File: config.mk
export PLATFORM = sky130hd
export DESIGN_NAME = branch_predictor
export DESIGN_NICKNAME = d
export VERILOG_FILES = /design/src/rtl/branch_predictor.sv
export SDC_FILE = /design/constraint.sdc
export NUM_CORES = 1
export LEC_CHECK = 0
export CAP_MARGIN = 40
export CORE_ASPECT_RATIO = 0.6
export CORE_MARGIN = 2
export CORE_UTILIZATION = 50
export CTS_CLUSTER_DIAMETER = 30
export DETAILED_ROUTE_END_ITERATION = 16
export PLACE_DENSITY = 0.67
export SYNTH_ARGS = -nofsm -noshare
export SYNTH_HDL_FRONTEND = slang
export SYNTH_SLANG_ARGS = --single-unit
File: constraint.sdc
create_clock -name clk -period 5.5 [get_ports clk]
set_clock_uncertainty 0.05 [all_clocks]
set_input_delay 0.55 -clock clk [delete_from_list [all_inputs] [get_ports clk]]
set_output_delay 0.55 -clock clk [all_outputs]
set_load 0.02 [all_outputs]
File: src/rtl/branch_predictor.sv
// Fetch-side branch predictor: direct-mapped BTB with a 2-bit saturating counter per entry.
// Lookup is combinational on fetch_pc; updates from execute are registered.

package branch_predictor_pkg;
    typedef enum logic {
        PC_NEXT   = 1'b0,
        PC_BRANCH = 1'b1
    } pc_branch_mux_t;
endpackage

module branch_predictor
    import branch_predictor_pkg::*;
#(
    parameter int AddrWidth = 32,
    parameter int Entries   = 16
) (
    input  logic                 clk,
    input  logic                 reset,
    input  logic                 flush,
    input  logic [AddrWidth-1:0] fetch_pc,
    output pc_branch_mux_t       pred_sel,
    output logic [AddrWidth-1:0] pred_target,
    input  logic                 upd_valid,
    input  logic [AddrWidth-1:0] upd_pc,
    input  logic                 upd_taken,
    input  logic [AddrWidth-1:0] upd_target
);

    localparam int IdxBits = $clog2(Entries);
    localparam int TagBits = AddrWidth - 2 - IdxBits;

    logic [Entries-1:0]   valid_q;
    logic [TagBits-1:0]   tag_q    [Entries];
    logic [AddrWidth-1:0] target_q [Entries];
    logic [1:0]           ctr_q    [Entries];

    logic [IdxBits-1:0] fetch_idx;
    logic [TagBits-1:0] fetch_tag;
    logic [IdxBits-1:0] upd_idx;
    logic [TagBits-1:0] upd_tag;
    logic               fetch_hit;
    logic               upd_hit;
    logic [1:0]         upd_ctr;

    assign fetch_idx = fetch_pc[IdxBits+1:2];
    assign fetch_tag = fetch_pc[AddrWidth-1:IdxBits+2];
    assign upd_idx   = upd_pc[IdxBits+1:2];
    assign upd_tag   = upd_pc[AddrWidth-1:IdxBits+2];

    // Instructions are word aligned, so the byte-offset bits never take part in addressing.
    logic unused_offset_bits;
    assign unused_offset_bits = ^{fetch_pc[1:0], upd_pc[1:0]};

    assign fetch_hit = valid_q[fetch_idx] && (tag_q[fetch_idx] == fetch_tag);
    assign upd_hit   = valid_q[upd_idx] && (tag_q[upd_idx] == upd_tag);
    assign upd_ctr   = ctr_q[upd_idx];

    always_comb begin
        pred_sel    = PC_NEXT;
        pred_target = '0;
        if (fetch_hit && ctr_q[fetch_idx][1]) begin
            pred_sel    = PC_BRANCH;
            pred_target = target_q[fetch_idx];
        end
    end

    // Lookup reads these registers directly, so a same-cycle update is only seen next cycle.
    always_ff @(posedge clk) begin
        if (reset) begin
            valid_q <= '0;
            for (int i = 0; i < Entries; i++) begin
                tag_q[i]    <= '0;
                target_q[i] <= '0;
                ctr_q[i]    <= 2'b01;
            end
        end else if (flush) begin
            valid_q <= '0;
        end else if (upd_valid) begin
            if (upd_hit) begin
                if (upd_taken) begin
                    ctr_q[upd_idx]    <= (upd_ctr == 2'b11) ? 2'b11 : upd_ctr + 2'd1;
                    target_q[upd_idx] <= upd_target;
                end else begin
                    ctr_q[upd_idx] <= (upd_ctr == 2'b00) ? 2'b00 : upd_ctr - 2'd1;
                end
            end else if (upd_taken) begin
                // Misses (including tag aliases) allocate only on a taken outcome, weakly taken.
                valid_q[upd_idx]  <= 1'b1;
                tag_q[upd_idx]    <= upd_tag;
                target_q[upd_idx] <= upd_target;
                ctr_q[upd_idx]    <= 2'b10;
            end
        end
    end

endmodule

==> flow_metrics.py <==
metrics = {
    "outcome": {
        "status": "finished clean",
    },
    "final_layout": {
        "final_cell_mix": "960 x edfxtp_1, 916 x and2_1, 363 x mux4_2, 158 x clkbuf_16",
        "drive_above_1_share_pct": 26.3,
        "final_common_cell": "edfxtp_1",
        "area_growth_pct": 18.6,
        "finalNetCount": 3394,
        "finalInstanceArea_mm2": 0.0578,
        "final_core_util_pct": 60.0,
    },
    "timing": {
        "period_share_pct": 99.5,
        "slew_violations": 0,
        "tns_ps": 0,
        "rsz0062_at_grt": "false",
        "finalSetupViolCount": 0,
        "worst_pin_slew_ps": 948,
        "fin_hold_ws_ps": 432,
        "period_minus_slack_ps": 5470,
        "setup_slack_ps": 28.9,
        "final_hold_viol_count": 0,
        "fmax_ghz": 0.183,
        "slew-limit-headroom_pct": 36.8,
    },
    "global_route": {
        "grt_pass1_wl_um": 213000,
        "grt_max_degree": 79,
        "met3_usage_pct": 8.82,
        "met1_usage_pct": 43.6,
        "globalRouteOverflowTotal": 0,
        "grt.total_usage_pct": 29.9,
        "grt_busiest_layer": "met1",
        "first_global_vias": 30200,
        "met2_usage_pct": 43.1,
        "antenna_found_initial": 10,
    },
    "synth": {
        "synth_cell_types": 57,
        "synth_cells": 3138,
        "synth-seq-cells": 976,
        "async_flop_share_pct": 0,
        "synth-edff-count": 960,
        "syn_avg_cell_area_um2": 15.5,
        "synth_nets": 3239,
        "synthFlopType": "edfxtp_1",
        "synth_seq_area_share_pct": 59.8,
        "synthesis.area_mm2": 0.0488,
        "ys_warn_count": 0,
    },
    "power": {
        "ir_drop_mv": 0.277,
        "power.leakage_nw": 20.2,
        "power.density_mw_per_mm2": 356,
    },
    "clocking": {
        "clk_pin_slew_ps": 50,
        "cts_root_buf": "clkbuf_16",
        "clock_latency_ps": 770,
        "numCtsBuffers": 156,
        "clock_path_buffers": 3,
        "cts_setup_buffers": 0,
        "htreeDepth": 4,
        "cts_tree": "yes",
        "cts_num_sinks": 976,
        "cts_resized": 1,
        "postCtsHoldBufs": 0,
    },
    "setup_path": {
        "worstSetupStartpointType": "register",
        "path_max_fanout": 33,
        "worst-path-buf-inv": 2,
        "crit_family": "multiplexers",
        "worstPathRequired_ps": 4900,
        "critPathSlowestCell": "clkdlybuf4s50_1",
        "cpPeakStageDelay_ps": 630,
        "critPathArrivalTime_ps": 4870,
        "critPathKind": "register to output port",
        "worst_setup_path_end_kind": "output port",
        "path_cells": "mux4_2 > mux4_2 > xnor2_1 > nand4_1 > nor3_1 > nand4_1 > buf_4 > nor2b_1 > clkdlybuf4s50_1",
    },
    "place": {
        "detailed_place.area_mm2": 0.0523,
        "place_congestion": 0.905,
        "dp_hpwl_um": 87800,
        "numPortBuffers": 129,
        "place_ws_ps": 8.06,
    },
    "route": {
        "firstDrtPassIters": 5,
        "ant_nets": 0,
        "drc": 0,
        "vias": 30200,
        "vias_per_cell": 6.37,
        "wl_per_cell_um": 31.4,
        "wirelength_um": 149000,
        "drt_iter0_markers": 4220,
    },
    "floorplan": {
        "die_area_mm2": 0.100,
        "io_pins": 134,
        "row_count": 88,
        "core_area_mm2": 0.0963,
        "fp.dieW_um": 407,
        "start_util_pct": 50.6,
        "die_h_um": 246,
    },
    "flow_run": {
        "max_cap_violations": 0,
    },
    "worst_hold_path": {
        "min_path_type": "register to register",
    },
}
final cells by class:
type | instances | area, um2
fillers | 7083 | 38500
flip-flops and latches | 976 | 29100
multi-input cells | 1861 | 18500
clock buffers | 177 | 4040
repair buffers | 295 | 3120
well taps | 1305 | 1630
clock inverters | 116 | 1400
inverters | 3 | 11.3
diodes | 3 | 7.51
kinds of logic after synthesis:
group                  synth area share, %
multiplexers                          19.3
buffers and inverters                 2.82
XOR/XNOR                              1.06
AND/OR/NAND/NOR                       14.5
AO/OA/AOI/OAI                         2.57
flip-flops                            59.8
Yosys cell counts, drive strengths merged, types with 25 or more instances:
cell | instances | share of area, %
buf | 99 | 1.3
a21oi | 27 | 0.28
mux2 | 31 | 0.72
mux2i | 88 | 1.8
and2 | 916 | 12
o211ai | 25 | 0.38
or2 | 35 | 0.45
mux4 | 363 | 17
clkbuf | 199 | 1.5
edfxtp | 960 | 59
nand2 | 26 | 0.20
xnor2 | 43 | 0.77
nor2b | 43 | 0.55
path summary, 6_finish.rpt:
path	startpoint	to	slack [ps]	depth (start not counted)
min reg2reg	valid_q[14]$_SDFFE_PP0P_	valid_q[14]$_SDFFE_PP0P_	430	1
max reg2reg	tag_q[11][1]$_SDFFCE_PN0P_	tag_q[4][3]$_SDFFCE_PN0P_	1190	11
min	valid_q[14]$_SDFFE_PP0P_	valid_q[14]$_SDFFE_PP0P_	430	1
max	tag_q[14][7]$_SDFFCE_PN0P_	pred_target[31]	30	9
stage by stage:
stage          cells  power, mW
3_5_place_dp    4438       10.5
4_1_cts         4731       20.6
6_report        4736       20.6
2_1_floorplan   3138       9.81
5_1_grt         4736       21.1
3_3_place_gp    4424       10.5
worst reg2reg max path, cell delays in order, from the launching register on:
cell,delay (ps)
edfxtp_1,390
mux4_2,520
xnor2_1,360
nor2_1,90
a311o_1,450
a2111o_1,520
or3_1,460
nor3_4,230
buf_12,270
nor3_2,110
buf_4,320
and2_1,290
report_power, final:
| part | internal [mW] | total (mW) | leakage [nW] | switching (mW) |
|---|---|---|---|---|
| combinational | 0.778 | 1.75 | 8.37 | 0.975 |
| sequential | 8.54 | 8.69 | 9.22 | 0.147 |
| clock | 6.40 | 10.2 | 2.59 | 3.76 |
| total | 15.7 | 20.6 | 20.2 | 4.88 |
state kept, by name, indices dropped and copies added, names as in the netlist:
register / count
target_q: 512
valid_q: 16
ctr_q: 32
tag_q: 416
layer usage:
layer	wire length (um)	vias up
met4	3840	2
met5	9	-
met3	19700	268
met2	64300	2057
li1	-	12200
met1	60700	15600
(Power assumes the default switching activity.)
